--- src/rtl/perf_mon_pkg.sv ---
// Shared constants for the performance event monitor:
// event channel indices and default parameter values.
package perf_mon_pkg;

   localparam int EV_STALL   = 0;
   localparam int EV_BRANCH  = 1;
   localparam int EV_FWDA    = 2;
   localparam int EV_FWDB    = 3;
   localparam int EV_LOADUSE = 4;
   localparam int EV_FLUSH   = 5;

   localparam int DEF_NUM_EV   = 6;
   localparam int DEF_CNT_W    = 32;
   localparam int DEF_SAT      = 0;
   localparam int DEF_TR_DEPTH = 8;
   localparam int DEF_TS_W     = 16;

endpackage

--- src/rtl/trace_fifo.sv ---
// First-word fall-through trace FIFO with async-high reset and sync clear.
// Ports: clk, rst, clr, push/din in; pop in; valid/dout head out; drop out.
module trace_fifo #(
   parameter int W     = 22,
   parameter int DEPTH = 8
) (
   input  logic         clk,
   input  logic         rst,
   input  logic         clr,
   input  logic         push,
   input  logic [W-1:0] din,
   input  logic         pop,
   output logic         valid,
   output logic [W-1:0] dout,
   output logic         drop
);

   localparam int AW = $clog2(DEPTH);

   logic [AW:0]  r_wp;
   logic [AW:0]  r_rp;
   logic [W-1:0] r_mem [DEPTH];

   logic w_empty;
   logic w_full;
   logic w_pop;
   logic w_push;

   // Extra pointer MSB distinguishes full from empty.
   assign w_empty = (r_wp == r_rp);
   assign w_full  = (r_wp[AW] != r_rp[AW]) &&
                    (r_wp[AW-1:0] == r_rp[AW-1:0]);
   assign w_pop   = pop && !w_empty;
   // A pop frees the slot this edge, so push-while-full is legal then.
   assign w_push  = push && (!w_full || w_pop);
   assign drop    = push && w_full && !w_pop;

   assign valid = !w_empty;
   assign dout  = w_empty ? '0 : r_mem[r_rp[AW-1:0]];

   always_ff @(posedge clk or posedge rst) begin
      if (rst) begin
         r_wp <= '0;
         r_rp <= '0;
      end else if (clr) begin
         r_wp <= '0;
         r_rp <= '0;
      end else begin
         if (w_push) r_wp <= r_wp + 1'b1;
         if (w_pop)  r_rp <= r_rp + 1'b1;
      end
   end

   always_ff @(posedge clk) begin
      if (w_push && !clr) r_mem[r_wp[AW-1:0]] <= din;
   end

endmodule

--- src/rtl/perf_event_monitor.sv ---
// Per-channel event counters plus cycle counter, snapshot shadows, trace FIFO.
// Ports: en/clr/ev_i/snap control; rd_sel->rd_data shadow read; tr_* trace.
module perf_event_monitor
   import perf_mon_pkg::*;
#(
   parameter int NUM_EV   = DEF_NUM_EV,
   parameter int CNT_W    = DEF_CNT_W,
   parameter int SAT      = DEF_SAT,
   parameter int TR_DEPTH = DEF_TR_DEPTH,
   parameter int TS_W     = DEF_TS_W,
   localparam int SW      = $clog2(NUM_EV + 1)
) (
   input  logic                   clk,
   input  logic                   rst,
   input  logic                   en,
   input  logic                   clr,
   input  logic [NUM_EV-1:0]      ev_i,
   input  logic                   snap,
   input  logic [SW-1:0]          rd_sel,
   output logic [CNT_W-1:0]       rd_data,
   input  logic                   tr_pop,
   output logic                   tr_valid,
   output logic [TS_W+NUM_EV-1:0] tr_data,
   output logic                   tr_ovf
);

   localparam logic [SW-1:0] MAX_SEL = SW'(NUM_EV);

   // Index NUM_EV holds the cycle counter.
   logic [CNT_W-1:0] r_cnt [NUM_EV+1];
   logic [CNT_W-1:0] r_shd [NUM_EV+1];
   logic             r_ovf;

   logic [NUM_EV:0]  w_hit;
   logic             w_push;
   logic             w_drop;
   logic [TS_W+NUM_EV-1:0] w_din;

   function automatic logic [CNT_W-1:0] bump(
      input logic [CNT_W-1:0] v,
      input logic             hit
   );
      if (!hit)                 return v;
      if ((SAT != 0) && (&v))   return v;
      return v + 1'b1;
   endfunction

   assign w_hit  = {en, ev_i & {NUM_EV{en}}};
   assign w_push = en && (|ev_i);
   assign w_din  = {r_cnt[NUM_EV][TS_W-1:0], ev_i};

   always_ff @(posedge clk or posedge rst) begin
      if (rst) begin
         for (int i = 0; i <= NUM_EV; i++) begin
            r_cnt[i] <= '0;
            r_shd[i] <= '0;
         end
      end else begin
         for (int i = 0; i <= NUM_EV; i++) begin
            if (clr) r_cnt[i] <= '0;
            else     r_cnt[i] <= bump(r_cnt[i], w_hit[i]);
            // Shadows take the pre-edge value and ignore clr.
            if (snap) r_shd[i] <= r_cnt[i];
         end
      end
   end

   always_ff @(posedge clk or posedge rst) begin
      if (rst)         r_ovf <= 1'b0;
      else if (clr)    r_ovf <= 1'b0;
      else if (w_drop) r_ovf <= 1'b1;
   end

   always_comb begin
      rd_data = '0;
      if (rd_sel <= MAX_SEL) rd_data = r_shd[rd_sel];
   end

   assign tr_ovf = r_ovf;

   trace_fifo #(
      .W     (TS_W + NUM_EV),
      .DEPTH (TR_DEPTH)
   ) u_fifo (
      .clk   (clk),
      .rst   (rst),
      .clr   (clr),
      .push  (w_push),
      .din   (w_din),
      .pop   (tr_pop),
      .valid (tr_valid),
      .dout  (tr_data),
      .drop  (w_drop)
   );

endmodule

--- config.mk ---
export PLATFORM = sky130hd
export DESIGN_NAME = perf_event_monitor
export DESIGN_NICKNAME = d
export VERILOG_FILES = /design/src/rtl/perf_mon_pkg.sv /design/src/rtl/trace_fifo.sv /design/src/rtl/perf_event_monitor.sv
export SDC_FILE = /design/constraint.sdc
export NUM_CORES = 1
export LEC_CHECK = 0
export ABC_CLOCK_PERIOD_IN_PS = 21600
export BUFFER_PORTS_ARGS = -buffer_cell sky130_fd_sc_hd__buf_4
export CAP_MARGIN = 20
export CORE_MARGIN = 2
export CORE_UTILIZATION = 55
export CTS_CLUSTER_SIZE = 20
export DETAILED_ROUTE_END_ITERATION = 12
export PLACE_DENSITY = 0.83
export SLEW_MARGIN = 20
export SYNTH_ARGS = -nofsm -noshare
export SYNTH_HDL_FRONTEND = slang
export SYNTH_SLANG_ARGS = --single-unit
--- constraint.sdc ---
create_clock -name clk -period 21.6 [get_ports clk]
set_clock_uncertainty 0.15 [all_clocks]
set_input_delay 4.32 -clock clk [delete_from_list [all_inputs] [get_ports clk]]
set_output_delay 4.32 -clock clk [all_outputs]
set_load 0.02 [all_outputs]
==> results list <==
- For this run, asynchronously set or reset flops after synthesis account for between 70 and 80%.
- Period utilisation layout: 52.8%
* TritonCTS clock tree: done
- Fraction of power consumed by sequential logic: 49.3%
- Hold Crit Class: register to register
* CP Data Required Time: 17130 ps
* HPWL after DPL: 45200 um
- After clock tree synthesis, the clock-pin slew on the worst setup and hold paths is about 60 ps.
- Of the post-synthesis cell area, the dominant cell type holds between 40% and 50%.
- Utilization of the core after routing: 61.9%
- Grouping stages by cell kind, the critical path spends the most delay in buffers and inverters.
- Critical path, cell by cell: buf_4 > buf_4 > nor2b_4 > a21oi_1 > a21oi_1 > buf_4
- Synthesis-to-finish area growth: 11.3%
- Measured against its own limit, the worst slew margin works out to roughly a quarter.
- Sequential Area: approximately 0.017 mm^2
* Chip Width: 231 um
* Routed vias: 18500
* Root buffer selected by CTS: sky130_fd_sc_hd__clkbuf_16
- The number of antenna violations at the first check in global routing was 0.
- IR analysis of the VDD net gives a maximum drop of 0.0661 mV.
* Num Clock Sinks: 633
- STA classifies the critical path endpoint as an output port.
- Antenna-violating nets left: 0
- Vertical die dimension: ~230 um
- In the synthesized netlist the dominant register cell turns out to be sky130_fd_sc_hd__dfrtp_1.
- Worst reg2reg setup slack: ~18000 ps
- Worst reg2reg path depth: 5
- The worst hold path terminates at r_shd[174]$_DFFE_PP0P_.
- The worst setup path is launched from a primary input.
- Ports placed on the boundary: between 70 and 80
- Dividing the detail-routed via count by the number of cells gives 6.20.
* Setup CP Type: primary input to output port
- Count of buffering cells on the critical path with inverters included: 3
* Setup tns final: 0 ps
- Worst hold slack across all endpoints: roughly 350 ps
- Before antenna repair, the detailed router went through 7 iterations.
* All-layer global routing usage: around a quarter
* Total Nets Final: ~2300
- Outcome: finished, final reports clean
* Top area cells in the synthesized netlist: sky130_fd_sc_hd__dfrtp_1 (40%), sky130_fd_sc_hd__edfxtp_1 (19%), sky130_fd_sc_hd__mux2_2 (9.3%), sky130_fd_sc_hd__mux4_2 (6.0%), sky130_fd_sc_hd__xor2_1 (4.3%)
- Routed wire length per instance: ~23 um
- Overall power consumption after layout is estimated at approximately 2.5 mW.
* CP Max Fanout: 35
- For this run the aggregate overflow at the end of global routing stands at 0.
- Power per unit of standard cell area: about 80 mW/mm^2
- The via count of the first global-routing pass was 18800.
* Cell occurring most often along the worst timing path: sky130_fd_sc_hd__buf_4
* Cell with the most instances after synthesis: sky130_fd_sc_hd__dfrtp_1
- Counting the fill cells in the layout gives around 3600.
- In the routed design, unresolved DRC markers number 0.
- The detailed router finished its first iteration with just under 2000 violations.
- The number of max-slew violations in the final report is 0.
- Net switching power: roughly 0.6 mW
- For the pin with the worst max-slew slack, the measured transition is between 1000 and 1500 ps.
* Post-route insts no fill: 2977
- Source of the worst register-to-register timing path: u_fifo.r_rp[0]$_DFFE_PP0P_
* Fin. Hold Viols: 0
- Number of buffers inserted for hold repair after clock tree synthesis: 0
- The post-route netlist has between 20% and 30% of its cells at a drive strength greater than 1.
* Post-route minimum period: 11400 ps
* Final WL: between 60000 and 70000 um
- Entering global routing, the biggest net connects approximately 190 pins.
- Counting flops with a built-in enable in the synthesized netlist gives about 180.
* Post-synthesis sequential area ratio: between 50% and 60%
- Clock tree synthesis inserted a total of 60 buffers.
* Core Rows: 83
* Total die area: ~0.054 mm^2
* Fin area: 0.0317 mm^2
- The clock network is responsible for 42.5% of the overall power.
- Post CTS Setup Buffer Count: 0
* RSZ-0062 raised after global routing: no
- Commonest cells in the netlist: sky130_fd_sc_hd__dfrtp_1 (457), sky130_fd_sc_hd__nor2_1 (318), sky130_fd_sc_hd__mux2_2 (234), sky130_fd_sc_hd__edfxtp_1 (176), sky130_fd_sc_hd__xor2_1 (139)
- Avg Inst Size Synth: between 10 and 15 um^2
- Multi-input gate area in the final layout: between 0.01 and 0.015 mm^2
* Net switching share of the total power: a little under a quarter
* Yosys warns: 0
- Number of max-capacitance violations reported: 0
- Cell-internal power: about 1.9 mW
- Placed cell count: about 2900
* Setup slack after layout: between 10000 and 15000 ps
* Count of instances resized after the clock tree is built: 0
- Counting instances, the worst hold path has a depth of 1.
* Final setup fails: 0
* Flops & latches, synth: about 630
- 0 antenna diodes ended up in the layout.
- The number of nets in the synthesized netlist is about 2200.
- Number of library cell types mapped by synthesis: 56
- Gpl congestion: approximately 0.95
* Max Fclk: ~88 MHz
* Post-Synthesis Cell Area: 0.0285 mm^2
- Worst reg2reg path endpoint: u_fifo.r_mem[0][5]$_DFFE_PP_
- Before CTS, the worst setup slack after placement is approximately 10000 ps.
- Leakage power: around 13 nW
- Combinational logic is responsible for 8.2% of the overall power.
- The clock passes through at most 3 buffers.
- The first global-routing pass estimated about 110000 um of wire.
- The synthesized design spends more area on one cell type than any other, namely sky130_fd_sc_hd__dfrtp_1.
* Clock latency at the later pin of the worst-skew pair: ~640 ps
- The core region is a little over 0.05 mm^2.
- The startpoint identified for the worst hold timing path is r_shd[174]$_DFFE_PP0P_.
- Initial Util: a little under three fifths
- Post-Syn Instances: 2199
* Count of buffers inserted at the top-level ports: 70
* Slowest Stage Delay on Critical Path: about 820 ps
- The placed instances occupy a cell area of 0.0296 mm^2.
* Data arrival time at the worst-slack endpoint: 6930 ps
- Number of levels the H-tree was split into: 2
* Highest-delay cell along the critical path: sky130_fd_sc_hd__nor2b_4
[cell families after synthesis]
logic type / count (synthesis) / share of synthesized area [%]
compound gates: 106 / 1.93
simple gates: 747 / 13.3
flops: 633 / 58.8
mux: 367 / 17.3
buf+inv: 132 / 1.98
xor+xnor: 205 / 6.31
fa+ha+maj: 9 / 0.396
[worst max path at each step]
stage                           end  slack, ps  cells after the start  startpoint
4_1_cts                  rd_data[1]      10250                      6   rd_sel[0]
5_1_grt                  rd_data[1]       9960                      6   rd_sel[0]
2_1_floorplan  r_cnt[0]$_DFFE_PP0P_       4390                      1         rst
3_5_place_dp             rd_data[1]      10260                      6   rd_sel[0]
3_3_place_gp             rd_data[1]      10290                      6   rd_sel[0]
6_report                 rd_data[1]      10200                      6   rd_sel[0]
[power by group through the flow]
stage          logic [mW]  clock network (mW)  registers (mW)
2_1_floorplan       0.148                   0            1.27
3_3_place_gp        0.204                   0            1.27
3_5_place_dp        0.208                   0            1.27
4_1_cts             0.210                1.09            1.25
5_1_grt             0.223                1.14            1.25
6_report            0.208                1.08            1.25
[layer usage]
layer	share of wire (%)	wire length [um]	GRT usage [%]
met5	0	0	0
met4	3.6	2480	9.38
met3	6.2	4310	3.89
met2	51	35500	45.0
met1	39	27300	34.4
[flip-flops by register name, summed over array words and instances, names as in the netlist]
name and count:
tr_ovf 1, u_fifo.r_wp 4, u_fifo.r_mem 176, r_cnt 224
u_fifo.r_rp 4, r_shd 224
[final cells by class]
class	count	share of cell area, %
clock buffer	91	5.56
clock inverter	21	0.838
inverter	24	0.308
multi-input combinational	1434	35.4
sequential	633	52.8
tap	680	2.69
timing repair buffer	94	2.36
[cells in the final DEF (no fill, tap or decap), types with 23 or more instances in the layout]
master and count:
sky130_fd_sc_hd__a21oi_1 71, sky130_fd_sc_hd__buf_4 90, sky130_fd_sc_hd__clkbuf_16 60, sky130_fd_sc_hd__dfrtp_1 455, sky130_fd_sc_hd__edfxtp_1 176, sky130_fd_sc_hd__inv_1 23
sky130_fd_sc_hd__mux2_2 234, sky130_fd_sc_hd__mux2i_1 56, sky130_fd_sc_hd__mux4_2 76, sky130_fd_sc_hd__nand2_1 79, sky130_fd_sc_hd__nand3_1 87, sky130_fd_sc_hd__nand4_1 102
sky130_fd_sc_hd__nor2_1 317, sky130_fd_sc_hd__nor3_1 28, sky130_fd_sc_hd__o21ai_0 26, sky130_fd_sc_hd__xnor2_1 66, sky130_fd_sc_hd__xor2_1 139
Power figures use the tool's default switching activity.
